**src/rtl/serial_arith_pkg.sv**
```systemverilog
// rtl/serial_arith_pkg.sv - shared state encoding for the bit-serial arithmetic blocks
package serial_arith_pkg;

    localparam logic [1:0] ST_IDLE = 2'd0;
    localparam logic [1:0] ST_RUN  = 2'd1;
    localparam logic [1:0] ST_DONE = 2'd2;

endpackage

```
**src/rtl/full_subtractor.sv**
```systemverilog
// rtl/full_subtractor.sv - combinational 1-bit full subtractor cell
module full_subtractor (
    input  logic x,
    input  logic y,
    input  logic bin,
    output logic d,
    output logic bout
);

    assign d    = x ^ y ^ bin;
    assign bout = (~x & y) | (~(x ^ y) & bin);

endmodule

```
**src/rtl/serial_subtractor.sv**
```systemverilog
// rtl/serial_subtractor.sv - bit-serial unsigned subtractor, LSB first, one bit per clock
module serial_subtractor
    import serial_arith_pkg::*;
#(
    parameter int WIDTH = 8
) (
    input  logic             clk,
    input  logic             reset,
    input  logic             start,
    input  logic [WIDTH-1:0] a,
    input  logic [WIDTH-1:0] b,
    output logic             ready,
    output logic             busy,
    output logic             done,
    output logic [WIDTH-1:0] diff,
    output logic             borrow_out
);

    localparam int CW = $clog2(WIDTH) + 1;
    localparam logic [CW-1:0] LAST = CW'(WIDTH - 1);

    logic [1:0]       state_q, state_d;
    logic [CW-1:0]    cnt_q, cnt_d;
    logic [WIDTH-1:0] opa_q, opa_d;
    logic [WIDTH-1:0] opb_q, opb_d;
    logic [WIDTH-1:0] sh_q, sh_d;
    logic [WIDTH-1:0] diff_q, diff_d;
    logic             borrow_q, borrow_d;
    logic             bout_q, bout_d;
    logic             done_q, done_d;

    logic             bit_d;
    logic             cell_bout;
    logic [WIDTH-1:0] sh_next;

    full_subtractor u_cell (
        .x    (opa_q[0]),
        .y    (opb_q[0]),
        .bin  (borrow_q),
        .d    (bit_d),
        .bout (cell_bout)
    );

    // New bit enters at the MSB so the LSB-first stream lands in order after WIDTH shifts.
    assign sh_next = WIDTH'({bit_d, sh_q} >> 1);

    always_comb begin
        state_d  = state_q;
        cnt_d    = cnt_q;
        opa_d    = opa_q;
        opb_d    = opb_q;
        sh_d     = sh_q;
        diff_d   = diff_q;
        borrow_d = borrow_q;
        bout_d   = bout_q;
        done_d   = 1'b0;
        case (state_q)
            ST_IDLE: begin
                if (start) begin
                    opa_d    = a;
                    opb_d    = b;
                    borrow_d = 1'b0;
                    cnt_d    = '0;
                    state_d  = ST_RUN;
                end
            end
            ST_RUN: begin
                opa_d    = opa_q >> 1;
                opb_d    = opb_q >> 1;
                borrow_d = cell_bout;
                sh_d     = sh_next;
                cnt_d    = cnt_q + 1'b1;
                if (cnt_q == LAST) begin
                    diff_d  = sh_next;
                    bout_d  = cell_bout;
                    done_d  = 1'b1;
                    state_d = ST_DONE;
                end
            end
            ST_DONE: state_d = ST_IDLE;
            default: state_d = ST_IDLE;
        endcase
    end

    always_ff @(posedge clk) begin
        if (reset) begin
            state_q  <= ST_IDLE;
            cnt_q    <= '0;
            opa_q    <= '0;
            opb_q    <= '0;
            sh_q     <= '0;
            diff_q   <= '0;
            borrow_q <= 1'b0;
            bout_q   <= 1'b0;
            done_q   <= 1'b0;
        end else begin
            state_q  <= state_d;
            cnt_q    <= cnt_d;
            opa_q    <= opa_d;
            opb_q    <= opb_d;
            sh_q     <= sh_d;
            diff_q   <= diff_d;
            borrow_q <= borrow_d;
            bout_q   <= bout_d;
            done_q   <= done_d;
        end
    end

    assign ready      = (state_q == ST_IDLE);
    assign busy       = (state_q == ST_RUN);
    assign done       = done_q;
    assign diff       = diff_q;
    assign borrow_out = bout_q;

endmodule
```
**config.mk**
```make
export PLATFORM = sky130hd
export DESIGN_NAME = serial_subtractor
export DESIGN_NICKNAME = d
export VERILOG_FILES = /design/src/rtl/serial_arith_pkg.sv /design/src/rtl/full_subtractor.sv /design/src/rtl/serial_subtractor.sv
export SDC_FILE = /design/constraint.sdc
export NUM_CORES = 1
export LEC_CHECK = 0
export ABC_AREA = 1
export BUFFER_PORTS_ARGS = -buffer_cell sky130_fd_sc_hd__buf_2
export CORE_MARGIN = 3
export CORE_UTILIZATION = 45
export CTS_CLUSTER_DIAMETER = 40
export CTS_CLUSTER_SIZE = 20
export DETAILED_ROUTE_END_ITERATION = 10
export PLACE_DENSITY = 0.76
export SLEW_MARGIN = 30
export SYNTH_ARGS = -nofsm -noshare
export SYNTH_HDL_FRONTEND = slang
export SYNTH_SLANG_ARGS = --single-unit
```
**constraint.sdc**
```tcl
create_clock -name clk -period 3.7 [get_ports clk]
set_input_delay 0.925 -clock clk [delete_from_list [all_inputs] [get_ports clk]]
set_output_delay 0.925 -clock clk [all_outputs]
set_load 0.01 [all_outputs]
```
==> flow_summary.html <==
<table>
<tr><th>Metric</th><th>Value</th></tr>
<tr><th colspan="2">Timing</th></tr>
<tr><td>Final hold violation count</td><td>0</td></tr>
<tr><td>Maximum clock skew at final layout</td><td>about 2.7 ps</td></tr>
<tr><td>Post-route fraction of the period consumed by the critical path</td><td>0.610</td></tr>
<tr><td>Unrepaired setup endpoints after global routing</td><td>no</td></tr>
<tr><td>Max Freq</td><td>443 MHz</td></tr>
<tr><td>Minimum period implied by the final worst setup slack</td><td>between 2000 and 2500 ps</td></tr>
<tr><td>Final setup fails</td><td>0</td></tr>
<tr><td>Post-route setup slack</td><td>~1400 ps</td></tr>
<tr><td>Post-route setup TNS</td><td>0 ps</td></tr>
<tr><td>Number of max-slew violations in the final report</td><td>0</td></tr>
<tr><td>Max-slew headroom at the worst pin</td><td>0.539</td></tr>
<tr><td>Least-Margin Pin Slew</td><td>691 ps</td></tr>
<tr><th colspan="2">Cells and area</th></tr>
<tr><td>Growth of design area from synthesis to finish</td><td>14.0%</td></tr>
<tr><td>Utilization after layout</td><td>0.556</td></tr>
<tr><td>Multi-input gate area</td><td>728 um2</td></tr>
<tr><td>Final Net Count</td><td>approximately 290</td></tr>
<tr><td>Final Cell Area</td><td>slightly below 0.002 mm2</td></tr>
<tr><td>FILL cells</td><td>364</td></tr>
<tr><td>Fraction of final layout cells with drive strength greater than 1</td><td>0.154</td></tr>
<tr><td>Antenna Cells</td><td>0</td></tr>
<tr><td>Register area</td><td>between 800 and 900 um2</td></tr>
<tr><th colspan="2">GRT</th></tr>
<tr><td>Sum of overflow across all layers after global routing</td><td>0</td></tr>
<tr><td>Global-route total usage across every layer</td><td>0.162</td></tr>
<tr><td>Global-route wire length before repair</td><td>5520 um</td></tr>
<tr><td>Via count of the first global-routing pass</td><td>around 1300</td></tr>
<tr><td>Antenna violations before repair</td><td>0</td></tr>
<tr><td>Largest net degree at the start of global routing</td><td>26</td></tr>
<tr><th colspan="2">Placement</th></tr>
<tr><td>Post-detailed-placement half-perimeter wirelength</td><td>~2300 um</td></tr>
<tr><td>Worst slack at placement</td><td>roughly 1500 ps</td></tr>
<tr><td>Count of buffers from port buffering</td><td>30</td></tr>
<tr><td>Final estimated routing congestion in global placement</td><td>0.761</td></tr>
<tr><td>Placed Area</td><td>0.00183 mm2</td></tr>
<tr><th colspan="2">Route</th></tr>
<tr><td>Drt via density</td><td>about 4.8</td></tr>
<tr><td>Post-Route WL</td><td>3360 um</td></tr>
<tr><td>Iteration-0 DRC Markers</td><td>71</td></tr>
<tr><td>Number of search-and-repair iterations in the first detailed-routing pass</td><td>4</td></tr>
<tr><td>Detailed-route wire length per cell</td><td>roughly 11 um</td></tr>
<tr><td>Post-detailed-route count of antenna-violating nets</td><td>0</td></tr>
<tr><td>DRC violations left</td><td>0</td></tr>
<tr><td>Overall via count from detail_route</td><td>roughly 1500</td></tr>
<tr><th colspan="2">CTS</th></tr>
<tr><td>H-tree levels</td><td>2</td></tr>
<tr><td>Clock buffer depth</td><td>2</td></tr>
<tr><td>CTS tree</td><td>yes</td></tr>
<tr><td>CTS resizes</td><td>0</td></tr>
<tr><td>CTS Root Cell</td><td>sky130_fd_sc_hd__clkbuf_8</td></tr>
<tr><td>Clock-pin slew of the registers on the worst-case setup and hold paths</td><td>about 70 ps</td></tr>
<tr><td>Clock sink count</td><td>40</td></tr>
<tr><td>Hold-fix buffer count after cts</td><td>0</td></tr>
<tr><td>Post CTS Setup Buffer Count</td><td>0</td></tr>
<tr><td>Inserted Clock Buffers</td><td>5</td></tr>
<tr><td>Clock insertion delay at the later pin of the skew report</td><td>about 280 ps</td></tr>
<tr><th colspan="2">Setup path</th></tr>
<tr><td>Startpoint of the worst-slack reg-to-reg timing path</td><td>state_q[0]$_SDFFE_PP0P_</td></tr>
<tr><td>Number of cell instances on the worst register-to-register path</td><td>6</td></tr>
<tr><td>Startpoint Class</td><td>register</td></tr>
<tr><td>Minimum setup slack among reg-to-reg paths</td><td>~2000 ps</td></tr>
<tr><td>Capture instance of the worst register-to-register path</td><td>diff[1]$_SDFFE_PP0P_</td></tr>
<tr><td>Req. time, crit path</td><td>about 2800 ps</td></tr>
<tr><td>CP Max Fanout</td><td>16</td></tr>
<tr><td>Worst setup path startpoint</td><td>state_q[1]$_SDFFE_PP0P_</td></tr>
<tr><td>Type of element capturing the critical path</td><td>primary output</td></tr>
<tr><td>Worst path arrival time</td><td>approximately 1300 ps</td></tr>
<tr><td>WS Path Type</td><td>reg2out</td></tr>
<tr><th colspan="2">Floorplanning</th></tr>
<tr><td>Ports</td><td>31</td></tr>
<tr><td>Chip height</td><td>a little under 70 um</td></tr>
<tr><td>Die span in x</td><td>67.3 um</td></tr>
<tr><td>FP Rows</td><td>21</td></tr>
<tr><td>Standard cell core area</td><td>around 0.0035 mm2</td></tr>
<tr><td>Effective utilization at floorplan</td><td>0.487</td></tr>
<tr><td>Die area</td><td>between 0.004 and 0.005 mm2</td></tr>
<tr><th colspan="2">Power and ir drop</th></tr>
<tr><td>Leakage component of the power</td><td>roughly 0.95 nW</td></tr>
<tr><td>Total power density per cell area</td><td>444 mW/mm2</td></tr>
<tr><td>Maximum VDD drop</td><td>0.000240 V</td></tr>
<tr><th colspan="2">Yosys</th></tr>
<tr><td>Main flop type after synthesis</td><td>sky130_fd_sc_hd__dfxtp_1</td></tr>
<tr><td>Number of warning messages in the yosys log</td><td>0</td></tr>
<tr><td>Number of standard cells after synthesis</td><td>242</td></tr>
<tr><td>Most frequent cell after synthesis</td><td>sky130_fd_sc_hd__nand2_1</td></tr>
<tr><td>Unique cell type count in the Yosys netlist</td><td>15</td></tr>
<tr><td>Top cells by area, synth</td><td>sky130_fd_sc_hd__dfxtp_1 (47%), sky130_fd_sc_hd__nand2_1 (13%), sky130_fd_sc_hd__nand3_1 (13%), sky130_fd_sc_hd__nor2_1 (8.7%), sky130_fd_sc_hd__inv_1 (5.1%)</td></tr>
<tr><td>Synth Register Bits</td><td>40</td></tr>
<tr><td>Number of enable flip-flop cells after synthesis</td><td>0</td></tr>
<tr><td>Cell type contributing the most total cell area after synthesis</td><td>sky130_fd_sc_hd__dfxtp_1</td></tr>
<tr><td>Area fraction of the dominant cell type after synthesis</td><td>0.474</td></tr>
<tr><td>Post-synth top cells</td><td>sky130_fd_sc_hd__nand2_1 (60), sky130_fd_sc_hd__nand3_1 (43), sky130_fd_sc_hd__dfxtp_1 (40), sky130_fd_sc_hd__nor2_1 (39), sky130_fd_sc_hd__inv_1 (23)</td></tr>
<tr><td>Combined area of all synthesized cells</td><td>between 0.0015 and 0.002 mm2</td></tr>
<tr><td>Share of async-settable or async-resettable flops after synthesis</td><td>0</td></tr>
<tr><td>Mean instance size in the synthesized netlist</td><td>6.99 um2</td></tr>
<tr><td>Post-synthesis net count</td><td>about 260</td></tr>
<tr><td>Proportion of synthesized chip area in sequential cells</td><td>0.474</td></tr>
<tr><th colspan="2">Job</th></tr>
<tr><td>Max Cap Viol</td><td>0</td></tr>
<tr><th colspan="2">Min path</th></tr>
<tr><td>Type of the most critical hold path</td><td>reg2reg</td></tr>
<tr><td>Startpoint of the most critical hold path</td><td>diff[0]$_SDFFE_PP0P_</td></tr>
<tr><td>Hold Path Depth</td><td>2</td></tr>
<tr><td>Worst min-delay path endpoint</td><td>diff[0]$_SDFFE_PP0P_</td></tr>
<tr><th colspan="2">Outcome</th></tr>
<tr><td>Outcome</td><td>finished clean</td></tr>
</table>
stage by stage:
stage          instances  power [mW]  hold WS [ps]
3_5_place_dp         305       0.563           454
3_3_place_gp         305       0.561           451
6_report             312       0.855           461
5_1_grt              312       0.900           485
2_1_floorplan        242       0.541           436
4_1_cts              312       0.863           465
worst max-delay path, cell delays in order (launching register included):
cell and delay [ps]:
sky130_fd_sc_hd__dfxtp_1 340, sky130_fd_sc_hd__nor2_2 470, sky130_fd_sc_hd__buf_2 240
power by group:
part           switching [mW]  internal [mW]  total (mW)
clock network           0.136          0.166       0.302
registers              0.0127          0.451       0.463
logic                  0.0574         0.0323      0.0897
metal layers:
| metal | vias to the layer above | part of all wire | track usage |
|---|---|---|---|
| met5 | - | 0 | 0 |
| met3 | 5 | 0.035 | 0.0399 |
| met4 | 0 | 0.019 | 0.0684 |
| met2 | 23 | 0.46 | 0.265 |
| met1 | 655 | 0.49 | 0.201 |
| li1 | 804 | - | - |
layout by cell type (no fill, tap or decap), drive strengths merged:
master | Yosys | routed
a21oi | 8 | 8
buf | 10 | 31
clkbuf | 4 | 7
dfxtp | 40 | 40
fa | 1 | 1
ha | 1 | 1
inv | 23 | 23
nand2 | 60 | 60
nand3 | 43 | 43
nor2 | 42 | 42
o21ai | 10 | 10
worst max-delay path by stage:
stage / endpoint / slack, ps / depth (start not counted)
3_3_place_gp: opa_q[0]$_SDFFE_PP0P_ / 1550 / 6
5_1_grt: ready / 1290 / 2
4_1_cts: ready / 1410 / 2
3_5_place_dp: opb_q[6]$_SDFFE_PP0P_ / 1510 / 6
2_1_floorplan: busy / 1990 / 4
6_report: ready / 1440 / 2
state kept, by name, indices dropped and copies added (netlist names):
signal,count
opb_q,8
state_q,2
sh_q,7
borrow_out,1
borrow_q,1
cnt_q,4
diff,8
done,1
opa_q,8
layout make-up:
| type | count | area share |
|---|---|---|
| sequential | 40 | 0.416 |
| timing repair buffer | 31 | 0.0818 |
| multi-input combinational | 165 | 0.378 |
| inverter | 23 | 0.0448 |
| clock buffer | 7 | 0.0500 |
| tap | 46 | 0.0299 |
logic make-up after synthesis:
group	share of synthesized area
AO/OA/AOI/OAI	0.0533
flip-flops	0.474
buffers and inverters	0.0955
adder cells (fa/ha/maj)	0.0192
AND/OR/NAND/NOR	0.358
Note: power is estimated with default switching activity, not from simulation.
